==> src/rtl/pipe_ctrl.sv <==
// Pipeline control for the five-stage core: stall vector, load-use detection,
// taken-branch redirect sequencing around in-flight fetches, and statistics counters.
module pipe_ctrl (
   input  logic        clk,
   input  logic        rst,
   input  logic        if_stall_req,
   input  logic        mem_stall_req,
   input  logic        if_fetch_busy,
   input  logic        ex_is_load,
   input  logic [4:0]  ex_rd_addr,
   input  logic [4:0]  id_rs1_addr,
   input  logic [4:0]  id_rs2_addr,
   input  logic        id_rs1_read,
   input  logic        id_rs2_read,
   input  logic        ex_branch_taken,
   input  logic [31:0] ex_branch_target,
   output logic [5:0]  stall,
   output logic        branch_enable,
   output logic        if_discard,
   output logic        pc_redirect_valid,
   output logic [31:0] pc_redirect_target,
   output logic [31:0] stall_cycles,
   output logic [31:0] flush_count
);

   // state      | meaning
   // IDLE       | normal flow; taken branches from EX are accepted here
   // WAIT_FETCH | fetch in flight is discarded; redirect issued the cycle it finishes
   // REDIRECT   | PC reload pulse for a branch accepted with the fetch idle
   typedef enum logic [1:0] {IDLE, WAIT_FETCH, REDIRECT} state_t;

   state_t     state, state_nxt;
   logic       lu;
   logic       accept;
   logic [5:0] stall_raw;
   logic       be_c, discard_c, redirect_c;

   always_comb begin
      lu = 1'b0;
      if (state == IDLE && ex_is_load && ex_rd_addr != 5'd0)
         lu = (id_rs1_read && id_rs1_addr == ex_rd_addr) ||
              (id_rs2_read && id_rs2_addr == ex_rd_addr);
   end

   always_comb begin
      stall_raw = 6'b000000;
      if (mem_stall_req)
         stall_raw = 6'b011111;
      else if (lu)
         stall_raw = 6'b000111;
      else if (if_stall_req)
         stall_raw = 6'b000011;
   end

   // Combinational outputs are forced low while reset is held
   assign stall  = rst ? 6'b000000 : stall_raw;
   assign accept = !rst && (state == IDLE) && ex_branch_taken && !stall_raw[3];

   always_comb begin
      state_nxt  = state;
      be_c       = 1'b0;
      discard_c  = 1'b0;
      redirect_c = 1'b0;
      case (state)
         IDLE: begin
            be_c = accept;
            if (accept)
               state_nxt = if_fetch_busy ? WAIT_FETCH : REDIRECT;
         end
         WAIT_FETCH: begin
            be_c = 1'b1;
            if (if_fetch_busy) begin
               discard_c = 1'b1;
            end else begin
               redirect_c = 1'b1;
               state_nxt  = IDLE;
            end
         end
         REDIRECT: begin
            be_c       = 1'b1;
            redirect_c = 1'b1;
            state_nxt  = IDLE;
         end
         default: state_nxt = IDLE;
      endcase
   end

   assign branch_enable     = be_c;
   assign if_discard        = discard_c;
   assign pc_redirect_valid = redirect_c;

   always_ff @(posedge clk or posedge rst) begin
      if (rst) begin
         state              <= IDLE;
         pc_redirect_target <= 32'd0;
         stall_cycles       <= 32'd0;
         flush_count        <= 32'd0;
      end else begin
         state <= state_nxt;
         if (accept) begin
            pc_redirect_target <= ex_branch_target;
            if (flush_count != 32'hFFFF_FFFF)
               flush_count <= flush_count + 32'd1;
         end
         if (stall != 6'b000000 && stall_cycles != 32'hFFFF_FFFF)
            stall_cycles <= stall_cycles + 32'd1;
      end
   end

endmodule

==> config.mk <==
export PLATFORM = sky130hd
export DESIGN_NAME = pipe_ctrl
export DESIGN_NICKNAME = d
export VERILOG_FILES = /design/src/rtl/pipe_ctrl.sv
export SDC_FILE = /design/constraint.sdc
export NUM_CORES = 1
export LEC_CHECK = 0
export CORE_MARGIN = 4
export CORE_UTILIZATION = 60
export DETAILED_ROUTE_END_ITERATION = 12
export DONT_BUFFER_PORTS = 1
export PLACE_DENSITY = 0.76
export SETUP_SLACK_MARGIN = 0.3
export SLEW_MARGIN = 30
export SYNTH_ARGS = -nofsm -noshare
export SYNTH_HDL_FRONTEND = slang
export SYNTH_SLANG_ARGS = --single-unit
==> constraint.sdc <==
create_clock -name clk -period 3.25 [get_ports clk]
set_input_delay 0.325 -clock clk [delete_from_list [all_inputs] [get_ports clk]]
set_output_delay 0.325 -clock clk [all_outputs]
set_load 0.1 [all_outputs]
==> impl_metrics.prom, run 1 <==
# TYPE chip_impl_metric gauge
chip_impl_info{name="crit_type",value="reg -> out"} 1
chip_impl_metric{name="antenna_found_initial",unit=""} 0
chip_impl_metric{name="drv_slew",unit=""} 0
chip_impl_metric{name="grt_overflow",unit=""} 0
chip_impl_metric{name="synth_edf_count",unit=""} 0
chip_impl_metric{name="post_detailed_placement_cell_area",unit="um2"} 5354
chip_impl_metric{name="htree_num_levels",unit=""} 3
chip_impl_info{name="min-delay-path-class",value="in -> reg"} 1
chip_impl_metric{name="post_dp_hpwl",unit="um"} 8198
chip_impl_metric{name="wl_per_cell",unit="um"} 16.60
chip_impl_metric{name="gp_congestion",unit=""} 0.8229
chip_impl_metric{name="synth_seq_cells",unit=""} 98
chip_impl_metric{name="layout.cell_area.non_filler",unit="um2"} 5548
chip_impl_metric{name="max-cap-violations",unit=""} 0
chip_impl_metric{name="max_freq",unit="MHz"} 376.1
chip_impl_info{name="ys_dominant_reg_cell",value="sky130_fd_sc_hd__dfrtp_1"} 1
chip_impl_info{name="synthMostInstantiatedCell",value="sky130_fd_sc_hd__nand2_1"} 1
chip_impl_metric{name="viasPerCell",unit=""} 5.547
chip_impl_info{name="netlist.top_cell.by_area",value="sky130_fd_sc_hd__dfrtp_1"} 1
chip_impl_metric{name="asyncSetResetFlopFracSynth",unit="%"} 100.0
chip_impl_metric{name="synth_area_per_cell",unit="um2"} 9.809
chip_impl_metric{name="report.final.hold_viol_count",unit=""} 0
chip_impl_metric{name="die-area",unit="um2"} 9347
chip_impl_metric{name="yosys.area.top_type_share",unit="%"} 51.98
chip_impl_info{name="run_status",value="finished, final reports clean"} 1
chip_impl_metric{name="finalWirelength",unit="um"} 10840
chip_impl_metric{name="postCtsResizedCells",unit=""} 0
chip_impl_metric{name="final_min_period_over_clock_period",unit="%"} 81.82
chip_impl_metric{name="number_of_sinks_driven_by_the_clock_tree",unit=""} 98
chip_impl_info{name="cts_tree",value="done"} 1
chip_impl_metric{name="grt_pass1_vias",unit=""} 3751
chip_impl_metric{name="yosys_warnings",unit=""} 0
chip_impl_metric{name="final_clock_skew",unit="ns"} 0.01295
chip_impl_metric{name="grt_max_degree",unit=""} 52
chip_impl_metric{name="layout.nets",unit=""} 609
chip_impl_metric{name="critical_path_arrival",unit="ns"} 2.33
chip_impl_metric{name="grt_first_pass_wirelength",unit="um"} 18510
chip_impl_info{name="unrepaired_setup_endpoints_after_global_routing",value="false"} 1
chip_impl_metric{name="timing_worst_slew_pin_value",unit="ns"} 0.9770
chip_impl_metric{name="proportion_of_layout_cells_with_a_drive_suffix_above_1",unit="%"} 19.78
chip_impl_metric{name="num_rows",unit=""} 32
chip_impl_metric{name="detail_route.first_pass.iterations",unit=""} 4
chip_impl_metric{name="synth.distinct_cells",unit=""} 43
chip_impl_metric{name="syn_nets",unit=""} 543
chip_impl_metric{name="vias",unit=""} 3622
chip_impl_metric{name="floorplan.die.width",unit="um"} 96.68
chip_impl_metric{name="post_cts_buffers",unit=""} 0
chip_impl_metric{name="die_y",unit="um"} 96.68
chip_impl_info{name="cts-root-buf",value="sky130_fd_sc_hd__clkbuf_8"} 1
chip_impl_info{name="synth.top_cells.by_area",value="sky130_fd_sc_hd__dfrtp_1 (52%), sky130_fd_sc_hd__nand2_1 (9.9%), sky130_fd_sc_hd__xor2_1 (7.6%)"} 1
chip_impl_metric{name="core-area",unit="um2"} 7687
chip_impl_metric{name="post-route-drc-count",unit=""} 0
chip_impl_metric{name="antenna-diode-count",unit=""} 0
chip_impl_metric{name="required",unit="ns"} 2.92
chip_impl_metric{name="timing.critical_path.fanout_max",unit=""} 4
chip_impl_metric{name="place.port_buffers",unit=""} 0
chip_impl_metric{name="cts-hold-fix-buffers",unit=""} 1
chip_impl_metric{name="power.density",unit="nW/um2"} 973.2
chip_impl_info{name="timing.critical_path.from_type",value="flip-flop"} 1
chip_impl_metric{name="period_needed",unit="ns"} 2.659
chip_impl_metric{name="area_growth",unit="%"} 17.58
chip_impl_metric{name="yosysSeqAreaShare",unit="%"} 51.98
chip_impl_metric{name="grt_usage",unit="%"} 23.79
chip_impl_metric{name="number_of_drc_violations_after_detailed_routing_iteration_0",unit=""} 117
chip_impl_metric{name="tritoncts.num_buffers",unit=""} 9
chip_impl_metric{name="clk_pin_slew_worst_setup_hold_paths",unit="ns"} 0.10
chip_impl_metric{name="io_pins",unit=""} 161
chip_impl_metric{name="worst_skew_pair.late_latency",unit="ns"} 0.35
chip_impl_metric{name="timing.max_slew.rel_slack",unit="%"} 35.35
chip_impl_metric{name="p_leak",unit="nW"} 2.768
chip_impl_info{name="ys_top_cells_by_count",value="sky130_fd_sc_hd__nand2_1 (124), sky130_fd_sc_hd__dfrtp_1 (98), sky130_fd_sc_hd__xor2_1 (41), sky130_fd_sc_hd__xnor2_1 (31), sky130_fd_sc_hd__nand3_1 (21)"} 1
chip_impl_metric{name="maximum_ir_drop_on_the_vdd_rail",unit="mV"} 0.8680
chip_impl_metric{name="timing.setup.tns",unit="ns"} 0
chip_impl_metric{name="initial_core_utilization",unit="%"} 61.38
chip_impl_metric{name="clock_tree.buffer_depth",unit=""} 2
chip_impl_metric{name="mappedNetlistArea",unit="um2"} 4718
chip_impl_info{name="crit_path_end_kind",value="output port"} 1
chip_impl_metric{name="postRouteAntennaNets",unit=""} 0
chip_impl_metric{name="synth_cells",unit=""} 481
chip_impl_metric{name="setup_viol_count_final",unit=""} 0
metrics by stage:
stage          power [W]  utilization, %  setup slack [ns]  hold WS [ns]  std cells
6_report        0.005399           72.17            0.5909       0.07462        653
5_1_grt         0.005607           72.17            0.3924       0.06424        653
4_1_cts         0.005429           72.17            0.5789       0.05951        653
3_5_place_dp    0.004673           69.65            0.7286        0.3324        637
3_3_place_gp    0.004624           69.65            0.8256        0.3238        637
2_1_floorplan   0.004288               -            0.3629        0.4304        481
registers in the layout (all words and copies together) (netlist names):
name and count:
pc_redirect_target 32, flush_count 32, state 2, stall_cycles 32
placed cells by master (no fill, tap or decap), drive strengths merged, types with 10 or more instances in the layout:
| cell type | instances |
|---|---|
| and3 | 15 |
| and4 | 10 |
| buf | 76 |
| clkbuf | 11 |
| dfrtp | 98 |
| inv | 12 |
| nand2 | 124 |
| nand3 | 22 |
| nand4 | 18 |
| nor2 | 19 |
| nor3 | 17 |
| nor4 | 13 |
| xnor2 | 31 |
| xor2 | 41 |
routing by layer:
metal / global-route usage, % / routed length (um) / share of wire [%]
met3: 7.787 / 1040 / 9.6
met4: 5.724 / 95 / 0.88
met1: 31.48 / 4563 / 42
met5: 0 / 0 / 0
met2: 38.27 / 5139 / 47
area by class of cell:
class	count	area [um2]
clock inverters	4	52.55
clock buffers	11	131.4
fillers	576	2140
repair buffers	77	593.1
inverters	11	43.79
multi-input cells	350	2147
flip-flops and latches	98	2452
well taps	102	127.6
worst paths after layout:
check / from / endpoint / slack [ns] / cells after the start
max: state[0] / stall[1] / 0.59 / 8
min in group asynchronous: rst / stall_cycles[31] / 0.58 / 2
min: ex_branch_target[13] / pc_redirect_target[13] / 0.07 / 2
max in group asynchronous: rst / flush_count[14] / 1.92 / 3
min reg2reg: flush_count[14] / flush_count[14] / 0.51 / 1
max reg2reg: stall_cycles[21] / stall_cycles[3] / 0.69 / 7
critical path: stages (launching register included):
cell	delay, ns
sky130_fd_sc_hd__dfrtp_1	0.42
sky130_fd_sc_hd__inv_1	0.10
sky130_fd_sc_hd__ha_1	0.22
sky130_fd_sc_hd__nor2b_1	0.21
sky130_fd_sc_hd__nand2_1	0.07
sky130_fd_sc_hd__a21oi_1	0.20
sky130_fd_sc_hd__a21oi_2	0.13
sky130_fd_sc_hd__inv_2	0.40
sky130_fd_sc_hd__buf_12	0.24
power breakdown:
part / leakage, nW / switching [W] / internal [W] / total [W]
Combinational: 1.43 / 0.00125 / 0.000362 / 0.00161
Sequential: 1.25 / 0.00157 / 0.00147 / 0.00303
Clock: 0.0938 / 0.000401 / 0.000356 / 0.000757
Total: 2.77 / 0.00321 / 0.00218 / 0.00540
kinds of logic (layout without fill, tap and decap cells):
kind of cell,Yosys count,in the layout,share of synthesized area (%)
AO/OA/AOI/OAI,12,12,1.618
XOR/XNOR,72,72,13.37
adder cells (fa/ha/maj),6,6,1.591
buffers and inverters,33,103,3.129
flip-flops,98,98,51.98
multiplexers,2,2,0.4773
other,1,1,0.07948
AND/OR/NAND/NOR,257,257,27.76
No activity file was read; power rests on OpenSTA's default activity.
==> run 2: changes to the inputs <==
--- a/config.mk
+++ b/config.mk
@@ -5,8 +5,9 @@
 export SDC_FILE = /design/constraint.sdc
 export NUM_CORES = 1
 export LEC_CHECK = 0
+export ABC_AREA = 1
 export CORE_MARGIN = 4
-export CORE_UTILIZATION = 60
+export CORE_UTILIZATION = 58
 export DETAILED_ROUTE_END_ITERATION = 12
 export DONT_BUFFER_PORTS = 1
 export PLACE_DENSITY = 0.76
==> constraint.sdc (replaced) <==
create_clock -name clk -period 2.2 [get_ports clk]
set_input_delay 0.22 -clock clk [delete_from_list [all_inputs] [get_ports clk]]
set_output_delay 0.22 -clock clk [all_outputs]
set_load 0.1 [all_outputs]
==> run 2 against run 1 <==
Against the previous run:
- the flow now finishes with violations (hold timing)
- synthesized area grew 24%
- global-route usage up 8.1 points
- via count increased by 71%
- setup slack got worse by 0.29 ns
- clock skew rose by 0.0019 ns
- critical path depth shrank 2
- sequential power down 17%
- sequential cell count stayed put
- critical endpoint is now pc_redirect_valid
- largest cell class is now multi-input combinational cells
==> impl_metrics.prom, run 2 <==
# TYPE chip_impl_metric gauge
chip_impl_info{name="run_status",value="finished, violations left"} 1
chip_impl_info{name="failed_checks",value="hold timing"} 1
chip_impl_metric{name="final_non_filler_cell_total",unit=""} 1135
chip_impl_metric{name="antenna_found_initial",unit=""} 1
chip_impl_metric{name="clk_pin_slew_worst_setup_hold_paths",unit="ns"} 0.11
chip_impl_info{name="timing.critical_path.from_type",value="flip-flop"} 1
chip_impl_metric{name="layout.nets",unit=""} 1058
chip_impl_metric{name="seqCellArea",unit="um2"} 2459
chip_impl_metric{name="num_rows",unit=""} 36
chip_impl_info{name="synthMostInstantiatedCell",value="sky130_fd_sc_hd__nand2_1"} 1
chip_impl_metric{name="wl_per_cell",unit="um"} 16.12
chip_impl_metric{name="layout.cell_area.non_filler",unit="um2"} 7634
chip_impl_metric{name="die-area",unit="um2"} 11720
chip_impl_metric{name="syn_nets",unit=""} 906
chip_impl_metric{name="final_min_period_over_clock_period",unit="%"} 86.16
chip_impl_metric{name="viasPerCell",unit=""} 5.464
chip_impl_info{name="crit_type",value="reg -> out"} 1
chip_impl_info{name="layout.cells.most_common_list",value="sky130_fd_sc_hd__nand2_1 (402), sky130_fd_sc_hd__buf_4 (117), sky130_fd_sc_hd__dfrtp_1 (93)"} 1
chip_impl_metric{name="power.density",unit="nW/um2"} 1259
chip_impl_metric{name="post_dp_hpwl",unit="um"} 12850
chip_impl_metric{name="proportion_of_layout_cells_with_a_drive_suffix_above_1",unit="%"} 19.98
chip_impl_info{name="cts_tree",value="done"} 1
chip_impl_metric{name="required",unit="ns"} 1.98
chip_impl_metric{name="synth_seq_cells",unit=""} 98
chip_impl_metric{name="timing.critical_path.fanout_max",unit=""} 2
chip_impl_metric{name="die_y",unit="um"} 108.2
chip_impl_metric{name="grt_max_degree",unit=""} 47
chip_impl_info{name="ys_dominant_reg_cell",value="sky130_fd_sc_hd__dfrtp_1"} 1
chip_impl_info{name="crit_top_cell",value="sky130_fd_sc_hd__buf_4"} 1
chip_impl_metric{name="timing_worst_slew_pin_value",unit="ns"} 0.5889
chip_impl_metric{name="numPlacedInstances",unit=""} 1067
chip_impl_metric{name="grt_pass1_vias",unit=""} 6201
chip_impl_metric{name="worst_skew_pair.late_latency",unit="ns"} 0.38
chip_impl_metric{name="timing.max_slew.rel_slack",unit="%"} 60.74
chip_impl_metric{name="max-cap-violations",unit=""} 0
chip_impl_metric{name="yosys_warnings",unit=""} 0
chip_impl_metric{name="final_clock_skew",unit="ns"} 0.01480
chip_impl_metric{name="tritoncts.num_buffers",unit=""} 9
chip_impl_metric{name="core-area",unit="um2"} 9774
chip_impl_info{name="critical-path-top-delay-family",value="buffers and inverters"} 1
chip_impl_info{name="crit_path_end_kind",value="output port"} 1
chip_impl_info{name="ys_top_cells_by_count",value="sky130_fd_sc_hd__nand2_1 (405), sky130_fd_sc_hd__dfrtp_1 (98), sky130_fd_sc_hd__nor2_1 (75), sky130_fd_sc_hd__inv_1 (59), sky130_fd_sc_hd__nand3_1 (52)"} 1
chip_impl_metric{name="synth_cells",unit=""} 844
chip_impl_metric{name="multi_input_comb_area",unit="um2"} 3193
chip_impl_info{name="unrepaired_setup_endpoints_after_global_routing",value="true"} 1
chip_impl_metric{name="synth.distinct_cells",unit=""} 33
chip_impl_metric{name="grt_overflow",unit=""} 0
chip_impl_metric{name="htree_num_levels",unit=""} 3
chip_impl_metric{name="post_detailed_placement_cell_area",unit="um2"} 6825
chip_impl_metric{name="critical_path_arrival",unit="ns"} 1.68
chip_impl_metric{name="number_of_drc_violations_after_detailed_routing_iteration_0",unit=""} 465
chip_impl_metric{name="postLayoutCoreUtil",unit="%"} 78.10
chip_impl_info{name="synth.top_cells.by_area",value="sky130_fd_sc_hd__dfrtp_1 (42%), sky130_fd_sc_hd__nand2_1 (26%), sky130_fd_sc_hd__nor2_1 (4.8%)"} 1
chip_impl_metric{name="detail_route.first_pass.iterations",unit=""} 5
chip_impl_info{name="cts-root-buf",value="sky130_fd_sc_hd__clkbuf_8"} 1
chip_impl_metric{name="timing.hold.ws",unit="ns"} -0.01449
chip_impl_metric{name="critPathBufInv",unit=""} 3
chip_impl_metric{name="synth_area_per_cell",unit="um2"} 6.905
chip_impl_metric{name="critPathMaxStageDelay",unit="ns"} 0.41
chip_impl_metric{name="place.port_buffers",unit=""} 0
chip_impl_metric{name="p_leak",unit="nW"} 3.885
chip_impl_metric{name="period_needed",unit="ns"} 1.895
chip_impl_metric{name="io_pins",unit=""} 161
chip_impl_info{name="crit_path_cell_chain",value="buf_4 > buf_4 > ha_1 > a21oi_1 > nor2_2 > buf_4"} 1
chip_impl_info{name="min-delay-path-class",value="in -> async"} 1
chip_impl_metric{name="report.final.hold_viol_count",unit=""} 10
chip_impl_metric{name="synth_edf_count",unit=""} 0
chip_impl_metric{name="grt_first_pass_wirelength",unit="um"} 29530
chip_impl_metric{name="setup_viol_count_final",unit=""} 0
chip_impl_metric{name="postRouteAntennaNets",unit=""} 0
chip_impl_metric{name="finalWirelength",unit="um"} 18300
chip_impl_info{name="cpMaxStageDelayCell",value="sky130_fd_sc_hd__dfrtp_1"} 1
chip_impl_metric{name="area_growth",unit="%"} 30.98
chip_impl_metric{name="drv_slew",unit=""} 0
chip_impl_metric{name="yosysSeqAreaShare",unit="%"} 42.08
chip_impl_metric{name="initial_core_utilization",unit="%"} 59.63
chip_impl_info{name="leading_cell_type_in_the_layout_fill_and_taps_excluded",value="sky130_fd_sc_hd__nand2_1"} 1
chip_impl_info{name="netlist.top_cell.by_area",value="sky130_fd_sc_hd__dfrtp_1"} 1
chip_impl_metric{name="num-fill-cells",unit=""} 737
chip_impl_metric{name="number_of_sinks_driven_by_the_clock_tree",unit=""} 98
chip_impl_metric{name="floorplan.die.width",unit="um"} 108.2
chip_impl_metric{name="clock_tree.buffer_depth",unit=""} 2
chip_impl_metric{name="yosys.area.top_type_share",unit="%"} 42.08
chip_impl_metric{name="mappedNetlistArea",unit="um2"} 5828
chip_impl_metric{name="asyncSetResetFlopFracSynth",unit="%"} 100.0
chip_impl_metric{name="grt_usage",unit="%"} 31.89
chip_impl_info{name="reg_top3",value="flush_count (32), pc_redirect_target (32), stall_cycles (32)"} 1
chip_impl_metric{name="vias",unit=""} 6202
chip_impl_metric{name="max_freq",unit="MHz"} 527.6
chip_impl_metric{name="gp_congestion",unit=""} 0.9913
chip_impl_metric{name="maximum_ir_drop_on_the_vdd_rail",unit="mV"} 1.654
chip_impl_metric{name="post-route-drc-count",unit=""} 0
## run 2: layer usage
metal / GRT usage, % / up-vias / part of all wire (%) / wire [um]
li1: - / 2929 / - / -
met1: 37.12 / 2947 / 37 / 6815
met2: 57.28 / 262 / 53 / 9621
met3: 6.149 / 64 / 6.5 / 1187
met4: 13.53 / 0 / 3.7 / 671
met5: 0 / - / 0 / 0
## run 2: repair_timing
action / 4_1_cts / 5_1_grt
buffers inserted: 4 / 11
hold buffers: 35 / 0
gates resized for setup: 13 / 29
endpoints found under the hold margin: 131 / 0
pin swaps: 1 / 6
gates cloned: 0 / 1
endpoints found under the setup margin: 33 / 67
## run 2: final cells by class
cell class                 count  share of cell area (%)
inverter                      62                   3.098
timing repair buffer         164                   18.18
tap                          133                   2.180
clock buffer                  12                   2.032
multi-input combinational    661                   41.83
sequential                    98                   32.21
antenna                        1                 0.03278
clock inverter                 4                  0.4426
## run 2: final timing paths
check                                start  depth (start not counted)           endpoint  slack (ns)
max                               state[1]                          6  pc_redirect_valid        0.30
min in group clk             if_fetch_busy                          2           state[0]        0.03
min                                    rst                          3   stall_cycles[17]       -0.01
min reg2reg                flush_count[18]                          2    flush_count[18]        0.55
max reg2reg                stall_cycles[1]                         10    stall_cycles[1]        0.34
max in group asynchronous              rst                          3     flush_count[7]        1.27
## run 2: metrics by stage
stage	TNS, ns	setup WS (ns)	power, W
final	0	0.3045	0.009612
after global routing	0	0.2405	0.009954
after CTS	0	0.3069	0.009439
after detailed placement	0	0.2434	0.008164
after global placement	0	0.3365	0.008033
after floorplan	-52.30	-0.6251	0.006973
## run 2: kinds of logic (layout without fill, tap and decap cells)
family / count (synthesis) / count (layout) / share of synthesized area [%]
AO/OA/AOI/OAI: 21 / 21 / 1.932
XOR/XNOR: 33 / 33 / 4.959
adder cells (fa/ha/maj): 6 / 6 / 1.288
buffers and inverters: 86 / 242 / 6.376
flip-flops: 98 / 98 / 42.08
other: 1 / 2 / 0.06434
AND/OR/NAND/NOR: 599 / 600 / 43.30
## run 2: power breakdown
part / internal [W] / switching (W)
registers: 0.00225 / 0.000274
logic: 0.00121 / 0.00472
clock network: 0.000483 / 0.000670
total: 0.00395 / 0.00566
## run 2: worst register-to-register path, delay by kind of cell (launching register included)
kind / cells / cell delay [ns]
simple gates: 7 / 0.90
flops: 1 / 0.44
buf+inv: 2 / 0.24
fa+ha+maj: 1 / 0.21
